`src/rtl/branch_predictor_pkg.sv`:
```
// Shared definitions for the branch predictor: table size default and
// 2-bit saturating counter encodings.
package branch_predictor_pkg;

    localparam int ENTRY_BITS_DEF = 4;

    typedef enum logic [1:0] {
        STRONG_NT = 2'b00,
        WEAK_NT   = 2'b01,
        WEAK_T    = 2'b10,
        STRONG_T  = 2'b11
    } ctr_t;

endpackage

```
`src/rtl/branch_predictor_btb_mem.sv`:
```
// Branch target buffer storage: valid/tag/target/counter arrays with two
// asynchronous read ports (IF lookup, EX update) and one synchronous write port.
module btb_mem
    import branch_predictor_pkg::*;
#(
    parameter int ENTRY_BITS = ENTRY_BITS_DEF,
    parameter int TAG_W      = 30 - ENTRY_BITS
) (
    input  logic                  clk,
    input  logic                  rst_n,
    input  logic [ENTRY_BITS-1:0] ra_idx,
    output logic                  ra_valid,
    output logic [TAG_W-1:0]      ra_tag,
    output logic [31:0]           ra_target,
    output logic [1:0]            ra_ctr,
    input  logic [ENTRY_BITS-1:0] rb_idx,
    output logic                  rb_valid,
    output logic [TAG_W-1:0]      rb_tag,
    output logic [31:0]           rb_target,
    output logic [1:0]            rb_ctr,
    input  logic                  we,
    input  logic [ENTRY_BITS-1:0] wr_idx,
    input  logic [TAG_W-1:0]      wr_tag,
    input  logic [31:0]           wr_target,
    input  logic [1:0]            wr_ctr
);

    localparam int N = 1 << ENTRY_BITS;

    logic              valid_q  [N];
    logic [1:0]        ctr_q    [N];
    logic [TAG_W-1:0]  tag_q    [N];
    logic [31:0]       target_q [N];

    assign ra_valid  = valid_q[ra_idx];
    assign ra_tag    = tag_q[ra_idx];
    assign ra_target = target_q[ra_idx];
    assign ra_ctr    = ctr_q[ra_idx];

    assign rb_valid  = valid_q[rb_idx];
    assign rb_tag    = tag_q[rb_idx];
    assign rb_target = target_q[rb_idx];
    assign rb_ctr    = ctr_q[rb_idx];

    always_ff @(posedge clk) begin
        if (!rst_n) begin
            for (int i = 0; i < N; i++) begin
                valid_q[i] <= 1'b0;
                ctr_q[i]   <= WEAK_NT;
            end
        end else if (we) begin
            valid_q[wr_idx] <= 1'b1;
            ctr_q[wr_idx]   <= wr_ctr;
        end
    end

    // Tag/target are qualified by valid, so they carry no reset.
    always_ff @(posedge clk) begin
        if (rst_n && we) begin
            tag_q[wr_idx]    <= wr_tag;
            target_q[wr_idx] <= wr_target;
        end
    end

endmodule

```
`src/rtl/branch_predictor.sv`:
```
// Direct-mapped BTB branch predictor: zero-latency IF lookup, EX-stage
// update, mispredict/redirect generation and resolved-branch statistics.
module branch_predictor
    import branch_predictor_pkg::*;
#(
    parameter int ENTRY_BITS = ENTRY_BITS_DEF
) (
    input  logic        clk,
    input  logic        rst_n,
    input  logic [31:0] pc_if,
    output logic        pred_taken,
    output logic [31:0] pred_target,
    input  logic [31:0] pc_ex,
    input  logic        is_br_ex,
    input  logic        br_ex,
    input  logic [31:0] br_target_ex,
    input  logic        pred_taken_ex,
    input  logic [31:0] pred_target_ex,
    input  logic        stall_ex,
    output logic        mispredict,
    output logic [31:0] redirect_pc,
    output logic [31:0] br_cnt,
    output logic [31:0] miss_cnt
);

    localparam int TAG_W = 30 - ENTRY_BITS;

    function automatic logic [1:0] ctr_update(input logic [1:0] c, input logic taken);
        if (taken)
            return (c == STRONG_T) ? STRONG_T : c + 2'd1;
        else
            return (c == STRONG_NT) ? STRONG_NT : c - 2'd1;
    endfunction

    logic              if_valid, ex_valid;
    logic [TAG_W-1:0]  if_tag, ex_tag;
    logic [31:0]       if_target, ex_target;
    logic [1:0]        if_ctr, ex_ctr;
    logic              if_hit, ex_hit;
    logic              upd, we;
    logic [1:0]        wr_ctr;
    logic [31:0]       wr_target;
    logic              unused_pc_bits;

    assign unused_pc_bits = ^{pc_if[1:0], pc_ex[1:0]};

    btb_mem #(
        .ENTRY_BITS (ENTRY_BITS),
        .TAG_W      (TAG_W)
    ) u_mem (
        .clk       (clk),
        .rst_n     (rst_n),
        .ra_idx    (pc_if[ENTRY_BITS+1:2]),
        .ra_valid  (if_valid),
        .ra_tag    (if_tag),
        .ra_target (if_target),
        .ra_ctr    (if_ctr),
        .rb_idx    (pc_ex[ENTRY_BITS+1:2]),
        .rb_valid  (ex_valid),
        .rb_tag    (ex_tag),
        .rb_target (ex_target),
        .rb_ctr    (ex_ctr),
        .we        (we),
        .wr_idx    (pc_ex[ENTRY_BITS+1:2]),
        .wr_tag    (pc_ex[31:ENTRY_BITS+2]),
        .wr_target (wr_target),
        .wr_ctr    (wr_ctr)
    );

    assign if_hit      = if_valid & (if_tag == pc_if[31:ENTRY_BITS+2]);
    assign pred_taken  = if_hit & if_ctr[1];
    assign pred_target = pred_taken ? if_target : 32'h0;

    // A not-taken miss leaves the table alone; a taken miss allocates weakly taken.
    assign ex_hit    = ex_valid & (ex_tag == pc_ex[31:ENTRY_BITS+2]);
    assign upd       = is_br_ex & ~stall_ex;
    assign we        = upd & (ex_hit | br_ex);
    assign wr_ctr    = ex_hit ? ctr_update(ex_ctr, br_ex) : WEAK_T;
    assign wr_target = (ex_hit & ~br_ex) ? ex_target : br_target_ex;

    assign mispredict  = upd & ((br_ex != pred_taken_ex) |
                                (br_ex & (br_target_ex != pred_target_ex)));
    assign redirect_pc = br_ex ? br_target_ex : pc_ex + 32'd4;

    always_ff @(posedge clk) begin
        if (!rst_n) begin
            br_cnt   <= 32'h0;
            miss_cnt <= 32'h0;
        end else begin
            if (upd && br_cnt != 32'hFFFF_FFFF)
                br_cnt <= br_cnt + 32'd1;
            if (mispredict && miss_cnt != 32'hFFFF_FFFF)
                miss_cnt <= miss_cnt + 32'd1;
        end
    end

endmodule

```
`config.mk`:
```
export PLATFORM = sky130hd
export DESIGN_NAME = branch_predictor
export DESIGN_NICKNAME = d
export VERILOG_FILES = /design/src/rtl/branch_predictor_pkg.sv /design/src/rtl/branch_predictor_btb_mem.sv /design/src/rtl/branch_predictor.sv
export SDC_FILE = /design/constraint.sdc
export NUM_CORES = 1
export LEC_CHECK = 0
export ABC_AREA = 0
export CORE_AREA = 10 10 332 334
export CTS_BUF_LIST = sky130_fd_sc_hd__clkbuf_8
export CTS_CLUSTER_SIZE = 28
export DETAILED_ROUTE_END_ITERATION = 10
export DIE_AREA = 0 0 342 344
export PLACE_DENSITY_LB_ADDON = 0.3
export SYNTH_ARGS = -nofsm -noshare
export SYNTH_HDL_FRONTEND = slang
export SYNTH_SLANG_ARGS = --single-unit
```
`constraint.sdc`:
```
create_clock -name clk -period 5.8 [get_ports clk]
set_input_delay 1.16 -clock clk [delete_from_list [all_inputs] [get_ports clk]]
set_output_delay 1.16 -clock clk [all_outputs]
set_load 0.03 [all_outputs]
```
==> results.sh, run 1 <==
export IMPL_status="finished clean"
export IMPL_clockBufferDepth=3
export IMPL_clkLatencyLatePin_ps=860
export IMPL_synth_flop_cell="edfxtp_1"
export IMPL_cp_start_kind="primary input"
export IMPL_grt_usage_pct=22.6
export IMPL_synth_nets=2694
export IMPL_power_mw=15.7
export IMPL_worst_pin_slew_ps=1210
export IMPL_hold_ws_ps=486
export IMPL_layout_min_cycle_time_ps=5760
export IMPL_synth_largest_area_cell="edfxtp_1"
export IMPL_worst_slack_ps=35.4
export IMPL_fin_crit_sh_pct=99.4
export IMPL_yosysWarnings=0
export IMPL_io_pins=264
export IMPL_ys_ff_latch=1040
export IMPL_synthTopCellsByCount="edfxtp_1 (960), mux4_2 (359), nand2_1 (121)"
export IMPL_p_leak_nw=18.3
export IMPL_finalHoldViolations=0
export IMPL_wl_per_cell_um=29.9
export IMPL_synthTopCellsByArea="edfxtp_1 (63%), mux4_2 (18%), dfxtp_1 (3.5%)"
export IMPL_die_y_um=344
export IMPL_cp_arrival_ps=4600
export IMPL_drc=0
export IMPL_tritoncts="yes"
export IMPL_clock_fmax_ghz=0.173
export IMPL_synthToLayoutAreaGrowth_pct=20.2
export IMPL_dr_pass1_iters=6
export IMPL_synth_edf_count=960
export IMPL_syn_area_mm2=0.0461
export IMPL_io_buffers=261
export IMPL_tns_ps=0
export IMPL_critPathRequiredTime_ps=4640
export IMPL_start_util_pct=44.7
export IMPL_grt_pass1_vias=28100
export IMPL_vias_per_cell=6.07
export IMPL_maxCapViolations=0
export IMPL_cts_buffers=170
export IMPL_yosysUniqueCellTypes=65
export IMPL_htreeDepth=4
export IMPL_setup_viol=0
export IMPL_synth_most_common_cell="edfxtp_1"
export IMPL_p_per_area_mw_per_mm2=283
export IMPL_dp_hpwl_mm=83.4
export IMPL_clkTransAtPathRegs_ps=60
export IMPL_grt_max_degree=75
export IMPL_finalMaxSlewViolations=0
export IMPL_end_kind="output port"
export IMPL_post_place_ws_ps=-298
export IMPL_slew_headroom_pct=18.8
export IMPL_fp_dieArea_mm2=0.118
export IMPL_globalplace_congestion=0.858
export IMPL_worst_hold_path_type="reg2reg"
export IMPL_num_rows=118
export IMPL_grt_pass1_wl_mm=194
export IMPL_async_reset_ff_share_pct=0
export IMPL_nets=3142
export IMPL_netlist_instances=2554
export IMPL_syn_area_per_cell_um2=18.0
export IMPL_fill_cells=8081
export IMPL_antenna_found_initial=12
export IMPL_crit_type="in2out"
export IMPL_crit_fanout=33
export IMPL_core_area_mm2=0.103
export IMPL_die_x_um=342
export IMPL_overflow=0
export IMPL_route_vias_total=27500
export IMPL_fin_skew_ps=58.5
export IMPL_clock_sinks=1040
export IMPL_ys_seq_area_share_pct=66.0
export IMPL_drt_iter0_drc=3570
export IMPL_drive_gt1_share_pct=28.8
export IMPL_cts_root_buf="clkbuf_8"
export IMPL_wirelength_mm=135
export IMPL_yosys_area_top_type_share_pct=62.5
export IMPL_ir_drop_uv=187
export IMPL_ant_nets=0
-- stage by stage --
stage	util (%)	std cells	area, um2
after global routing	53.7	4523	55400
after CTS	53.6	4513	55300
after global placement	50.4	4206	52100
after detailed placement	50.4	4206	52100
final	53.7	4523	55400
after floorplan	-	2554	46100
-- state kept, by name, indices dropped and copies added (netlist names) --
register	count
u_mem.valid_q	16
u_mem.ctr_q	32
u_mem.target_q	512
u_mem.tag_q	416
br_cnt	32
miss_cnt	32
-- area by class of cell --
class | count | area [um2] | area share [%]
Sequential cell | 1040 | 30400 | 54.9
Clock buffer | 178 | 2450 | 4.42
Inverter | 26 | 97.6 | 0.176
Multi-Input combinational cell | 1329 | 15100 | 27.3
Timing Repair Buffer | 435 | 4800 | 8.67
Tap cell | 1380 | 1730 | 3.12
Antenna cell | 6 | 15.0 | 0.0271
Clock inverter | 129 | 764 | 1.38
-- worst max-delay path: stages --
cell	delay, ps
buf_8	170
buf_16	190
buf_4	140
mux4_2	480
mux4_2	510
xor2_1	180
nor3_1	330
nand3_2	240
nor4_4	360
nand2_2	140
buf_12	190
nor2b_1	180
buf_4	140
buf_12	110
-- final timing paths --
kind                        to  slack (ps)              start  cells past startpoint
max            pred_target[20]          40           pc_if[2]                     14
min           u_mem.valid_q[6]         490   u_mem.valid_q[6]                      2
max reg2reg  u_mem.ctr_q[0][1]        1620  u_mem.tag_q[3][4]                     10
min reg2reg   u_mem.valid_q[6]         490   u_mem.valid_q[6]                      2
-- cells in the final DEF, fill, tap and decap left out, types with 6 or more instances in the layout --
cell type	synthesis	routed
edfxtp_1	960	960
mux4_2	359	359
clkdlybuf4s50_1	0	193
clkbuf_8	0	179
buf_4	10	151
nand2_1	121	120
mux2i_1	92	92
xor2_1	90	90
dfxtp_1	80	80
buf_12	3	80
o21ai_0	79	79
inv_1	25	73
xnor2_1	65	64
and2_1	54	54
a22oi_1	48	48
nand3_1	47	46
clkinv_1	0	43
nor2_1	72	39
nor2b_1	44	39
nor2_4	0	33
nand4_1	27	27
nor4_1	25	22
clkinv_2	0	19
nor3_1	18	18
and3_1	18	18
mux2_2	17	17
or3_1	16	16
a21boi_0	12	12
and4_1	11	11
nand3_2	10	11
nand2b_1	11	11
o22ai_1	8	8
mux4_1	8	8
a221oi_1	7	7
bufinv_16	0	7
diode_2	0	6
a21o_1	6	6
ha_1	6	6
-- cells by family (layout without fill, tap and decap cells) --
| logic type | count (synthesis) | in the layout | synth area share, % |
|---|---|---|---|
| buf+inv | 185 | 768 | 1.87 |
| compound gates | 197 | 197 | 2.82 |
| fa+ha+maj | 6 | 6 | 0.163 |
| xor+xnor | 155 | 155 | 2.94 |
| mux | 477 | 477 | 20.5 |
| simple gates | 494 | 494 | 5.74 |
| other cells | 0 | 6 | 0 |
| flops | 1040 | 1040 | 66.0 |
-- where the power goes --
part           internal [mW]  switching, mW
logic                  0.595          0.749
registers               8.22         0.0152
clock network           3.17           2.96
total                   12.0           3.72
-- what timing repair did --
action,4_1_cts,5_1_grt
setup buffers,0,4
pin swaps,1,2
resized for setup,7,8
cloned,0,0
hold buffers,0,0
setup endpoints to repair,33,32
-- layer usage --
layer | global-route usage, % | routed length [um] | up-vias
met2 | 35.9 | 64900 | 1574
met3 | 6.54 | 15000 | 231
met4 | 6.71 | 3200 | 6
li1 | - | - | 11300
met1 | 30.2 | 52100 | 14300
met5 | 0 | 30 | -
(Power assumes the default switching activity.)
==> run 2, diff against run 1 <==
- CORE_AREA: 10 10 332 334 -> 10 10 355 357
- DIE_AREA: 0 0 342 344 -> 0 0 365 367
==> results.sh, run 2 (synthesized netlist as in run 1, its figures left out) <==
export IMPL_status="finished clean"
export IMPL_fin_crit_sh_pct=97.5
export IMPL_num_rows=127
export IMPL_fp_dieArea_mm2=0.134
export IMPL_worst_slack_ps=148
export IMPL_critPathRequiredTime_ps=4640
export IMPL_tritoncts="yes"
export IMPL_crit_type="in2out"
export IMPL_synthToLayoutAreaGrowth_pct=21.1
export IMPL_globalplace_congestion=0.840
export IMPL_grt_pass1_vias=28100
export IMPL_dp_hpwl_mm=89.2
export IMPL_clockBufferDepth=3
export IMPL_start_util_pct=38.7
export IMPL_layout_min_cycle_time_ps=5650
export IMPL_io_pins=264
export IMPL_setup_viol=0
export IMPL_post_cts_repair_setup_buffers=0
export IMPL_grt_usage_pct=20.4
export IMPL_cts_root_buf="clkbuf_8"
export IMPL_finalHoldViolations=0
export IMPL_cts_buffers=174
export IMPL_antenna_found_initial=8
export IMPL_final_common_cell="edfxtp_1"
export IMPL_overflow=0
export IMPL_post_place_ws_ps=-420
export IMPL_nets=3164
export IMPL_slew_headroom_pct=26.0
export IMPL_power_mw=15.8
export IMPL_clock_fmax_ghz=0.177
export IMPL_io_buffers=261
export IMPL_fin_skew_ps=61.4
export IMPL_drive_gt1_share_pct=29.9
export IMPL_vias_per_cell=5.78
export IMPL_dr_pass1_iters=5
export IMPL_route_vias_total=27300
export IMPL_core_area_mm2=0.119
export IMPL_rrSetupSlack_ps=1730
export IMPL_ir_drop_uv=211
export IMPL_rsz0062_at_grt="no"
export IMPL_wirelength_mm=140
export IMPL_p_per_area_mw_per_mm2=283
export IMPL_maxCapViolations=0
export IMPL_cp_arrival_ps=4490
export IMPL_drt_iter0_drc=3096
export IMPL_cp_start_kind="primary input"
export IMPL_clock_sinks=1040
export IMPL_p_leak_nw=18.4
export IMPL_regMostFlops="u_mem.target_q"
export IMPL_largest_register_ffs=512
export IMPL_end_kind="output port"
export IMPL_die_x_um=365
export IMPL_clkTransAtPathRegs_ps=50
export IMPL_wl_per_cell_um=29.6
export IMPL_clkLatencyLatePin_ps=870
export IMPL_worst_hold_path_type="reg2reg"
export IMPL_worst_pin_slew_ps=1110
export IMPL_ant_nets=0
export IMPL_drc=0
export IMPL_grt_max_degree=83
export IMPL_crit_fanout=33
export IMPL_top_regs="u_mem.target_q x512, u_mem.tag_q x416"
export IMPL_finalMaxSlewViolations=0
export IMPL_die_y_um=367
export IMPL_final_cell_mix="edfxtp_1 (960), mux4_2 (359), clkdlybuf4s50_1 (193)"
export IMPL_grt_pass1_wl_mm=200
export IMPL_htreeDepth=4
run 2: cell types whose count changed in the layout (fill, tap and decap cells not counted), moves of 2 or more:
cell       before  now
clkinv_2       19   29
nor2b_1        39   25
buf_4         151  170
buf_6           3    1
clkinv_8        1    3
bufinv_16       7    5
nor2b_2         5   19
inv_1          73   78
buf_12         80   83
clkinv_1       43   38
run 2: final timing paths:
| check | from | to | depth (start not counted) |
|---|---|---|---|
| max | pc_if[2] | pred_target[25] | 14 |
| min reg2reg | u_mem.valid_q[2] | u_mem.valid_q[2] | 2 |
| max reg2reg | u_mem.tag_q[12][16] | u_mem.tag_q[7][23] | 11 |
| min | u_mem.valid_q[2] | u_mem.valid_q[2] | 2 |
run 2: timing repair:
item | CTS | global route
setup endpoints to repair | 33 | 33
hold buffers | 0 | 0
pin swaps | 2 | 0
gates resized for setup | 18 | 14
run 2: power breakdown:
part | internal, mW | switching [mW]
combinational | 0.604 | 0.758
sequential | 8.22 | 0.0151
clock | 3.12 | 3.05
total | 11.9 | 3.82
run 2: per-stage QoR:
stage	TNS (ps)	util, %	instances	instance area (um2)	hold slack [ps]
after floorplan	0	-	2554	46100	436
after global placement	-13130	44.1	4396	52400	458
after detailed placement	-12120	44.1	4396	52400	471
after CTS	0	46.8	4714	55700	479
after global routing	0	46.9	4716	55800	497
final	0	46.9	4719	55800	476
run 2: layer usage:
layer / part of all wire (%) / global-route usage [%] / vias to the layer above
met5: 0.0064 / 0 / -
met4: 2.0 / 5.16 / 2
met1: 40 / 27.5 / 14300
met3: 9.6 / 5.28 / 194
met2: 49 / 32.9 / 1370
li1: - / - / 11400
run 2: layout make-up:
type | instances | area (um2)
fill | 9914 | 63200
timing repair buffer | 453 | 4940
tap | 1548 | 1940
clock inverter | 139 | 796
inverter | 26 | 97.6
sequential | 1040 | 30400
clock buffer | 179 | 2460
multi-input combinational | 1329 | 15100
antenna | 5 | 12.5
run 2: worst max-delay path, stage by stage:
cell	delay, ps
buf_12	180
buf_4	180
mux4_2	490
mux4_2	540
xor2_1	170
nor4_2	340
buf_4	180
nand3_2	150
nor4_2	210
buf_4	160
nand2_2	80
buf_12	190
nor2b_1	240
buf_12	160
==> run 3, diff against run 2 <==
- CTS_CLUSTER_SIZE: 28 -> 14
- MAX_ROUTING_LAYER: unset -> met4
==> results.sh, run 3 (synthesized netlist as in run 1, its figures left out) <==
export IMPL_grt_pass1_wl_mm=200
export IMPL_setup_viol=0
export IMPL_critPathLaunch="pc_if[2]"
export IMPL_placed_cells=4396
export IMPL_critPathRequiredTime_ps=4640
export IMPL_core_area_mm2=0.119
export IMPL_clock_fmax_ghz=0.177
export IMPL_htreeDepth=4
export IMPL_post_place_ws_ps=-420
export IMPL_rrSetupSlack_ps=1710
export IMPL_final_common_cell="edfxtp_1"
export IMPL_top_regs="u_mem.target_q x512, u_mem.tag_q x416"
export IMPL_rsz0062_at_grt="no"
export IMPL_ir_drop_uv=216
export IMPL_worst_hold_path_type="reg2reg"
export IMPL_nets=3164
export IMPL_tritoncts="yes"
export IMPL_crit_type="in2out"
export IMPL_reg2reg_from="u_mem.tag_q[12][16]"
export IMPL_grt_pass1_vias=28100
export IMPL_clock_sinks=1040
export IMPL_maxCapViolations=0
export IMPL_fp_dieArea_mm2=0.134
export IMPL_clkLatencyLatePin_ps=870
export IMPL_dr_pass1_iters=5
export IMPL_drive_gt1_share_pct=29.7
export IMPL_cp_arrival_ps=4490
export IMPL_vias_per_cell=5.79
export IMPL_reg2reg_depth=11
export IMPL_drc=0
export IMPL_wirelength_mm=140
export IMPL_clkTransAtPathRegs_ps=50
export IMPL_wl_per_cell_um=29.6
export IMPL_rr_endpoint="u_mem.tag_q[7][16]"
export IMPL_p_leak_nw=18.4
export IMPL_worst_pin_slew_ps=1130
export IMPL_cts_buffers=174
export IMPL_synthToLayoutAreaGrowth_pct=21.1
export IMPL_cts_root_buf="clkbuf_8"
export IMPL_finalMaxSlewViolations=0
export IMPL_route_vias_total=27400
export IMPL_grt_max_degree=83
export IMPL_slew_headroom_pct=24.8
export IMPL_antenna_found_initial=7
export IMPL_status="finished clean"
export IMPL_num_rows=127
export IMPL_post_cts_repair_setup_buffers=0
export IMPL_p_per_area_mw_per_mm2=282
export IMPL_ant_nets=0
export IMPL_overflow=0
export IMPL_dp_hpwl_mm=89.2
export IMPL_utilization_pct=46.9
export IMPL_die_y_um=367
export IMPL_fin_crit_sh_pct=97.5
export IMPL_final_cell_mix="edfxtp_1 (960), mux4_2 (359), clkdlybuf4s50_1 (193)"
export IMPL_io_buffers=261
export IMPL_clockBufferDepth=3
export IMPL_start_util_pct=38.7
export IMPL_die_x_um=365
export IMPL_finalHoldViolations=0
export IMPL_end_kind="output port"
export IMPL_hold_buffers=0
export IMPL_grt_usage_pct=21.0
export IMPL_crit_fanout=33
export IMPL_cp_start_kind="primary input"
export IMPL_drt_iter0_drc=3217
export IMPL_largest_register_ffs=512
export IMPL_worst_slack_ps=146
export IMPL_regMostFlops="u_mem.target_q"
export IMPL_globalplace_congestion=0.853
export IMPL_crit_end="pred_target[25]"
export IMPL_instances_no_fill=4723
export IMPL_layout_min_cycle_time_ps=5650
export IMPL_io_pins=264
export IMPL_fin_skew_ps=40.8
==> run 3: changes by cell type in the layout (fill, tap and decap cells not counted) <==
cell        delta
inv_6          -2
clkinv_8       -1
diode_2        +3
clkinvlp_4     +1
clkinv_2       -3
clkinv_1       +8
clkbuf_8       -1
inv_1          -3
inv_8          +2
==> run 3: worst min-delay path by stage <==
stage                                 start                end  slack (ps)  cells past startpoint
after floorplan           u_mem.valid_q[13]  u_mem.valid_q[13]         440                      2
after global placement    u_mem.valid_q[11]  u_mem.valid_q[11]         460                      2
after detailed placement   u_mem.valid_q[2]   u_mem.valid_q[2]         470                      2
after CTS                 u_mem.valid_q[11]  u_mem.valid_q[11]         480                      2
after global routing      u_mem.valid_q[15]  u_mem.valid_q[15]         500                      2
final                      u_mem.valid_q[2]   u_mem.valid_q[2]         480                      2
==> run 3: metrics by stage <==
step,area (um2),total power [mW],TNS [ps],hold slack (ps)
6_report,55800,15.8,0,481
3_3_place_gp,52400,9.73,-13130,458
5_1_grt,55800,16.3,0,497
2_1_floorplan,46100,9.09,0,436
3_5_place_dp,52400,9.75,-12120,471
4_1_cts,55700,15.9,0,479
==> run 3: timing repair <==
| action | 4_1_cts | 5_1_grt |
|---|---|---|
| setup endpoints to repair | 33 | 33 |
| gates resized for setup | 18 | 14 |
| gates cloned | 0 | 0 |
| pin swaps | 2 | 1 |
==> run 3: report_power, final <==
part | switching (mW) | internal (mW)
Clock | 3.05 | 3.11
Sequential | 0.0151 | 8.22
Combinational | 0.759 | 0.604
Total | 3.82 | 11.9
==> run 3: area by class of cell <==
type                            count  area (um2)
Timing Repair Buffer              453        4940
Multi-Input combinational cell   1329       15100
Antenna cell                        8        20.0
Sequential cell                  1040       30400
Clock buffer                      178        2450
Clock inverter                    141         796
Tap cell                         1548        1940
Fill cell                        9900       63200
Inverter                           26        97.6
==> run 3: metal layers <==
layer  share of wire (%)  up-vias  GRT usage (%)
li1                    -    11400              -
met1                  40    14400           27.6
met2                  49     1365           33.1
met3                 9.1      173           5.01
met4                 1.7        0           4.83
met5                   0        -              -
==> run 3: critical path, stage by stage <==
cell	delay, ps
buf_12	180
buf_4	190
mux4_2	510
mux4_2	510
xor2_1	170
nor4_2	350
buf_4	180
nand3_2	150
nor4_2	200
buf_4	150
nand2_2	80
buf_12	190
nor2b_1	240
buf_12	150
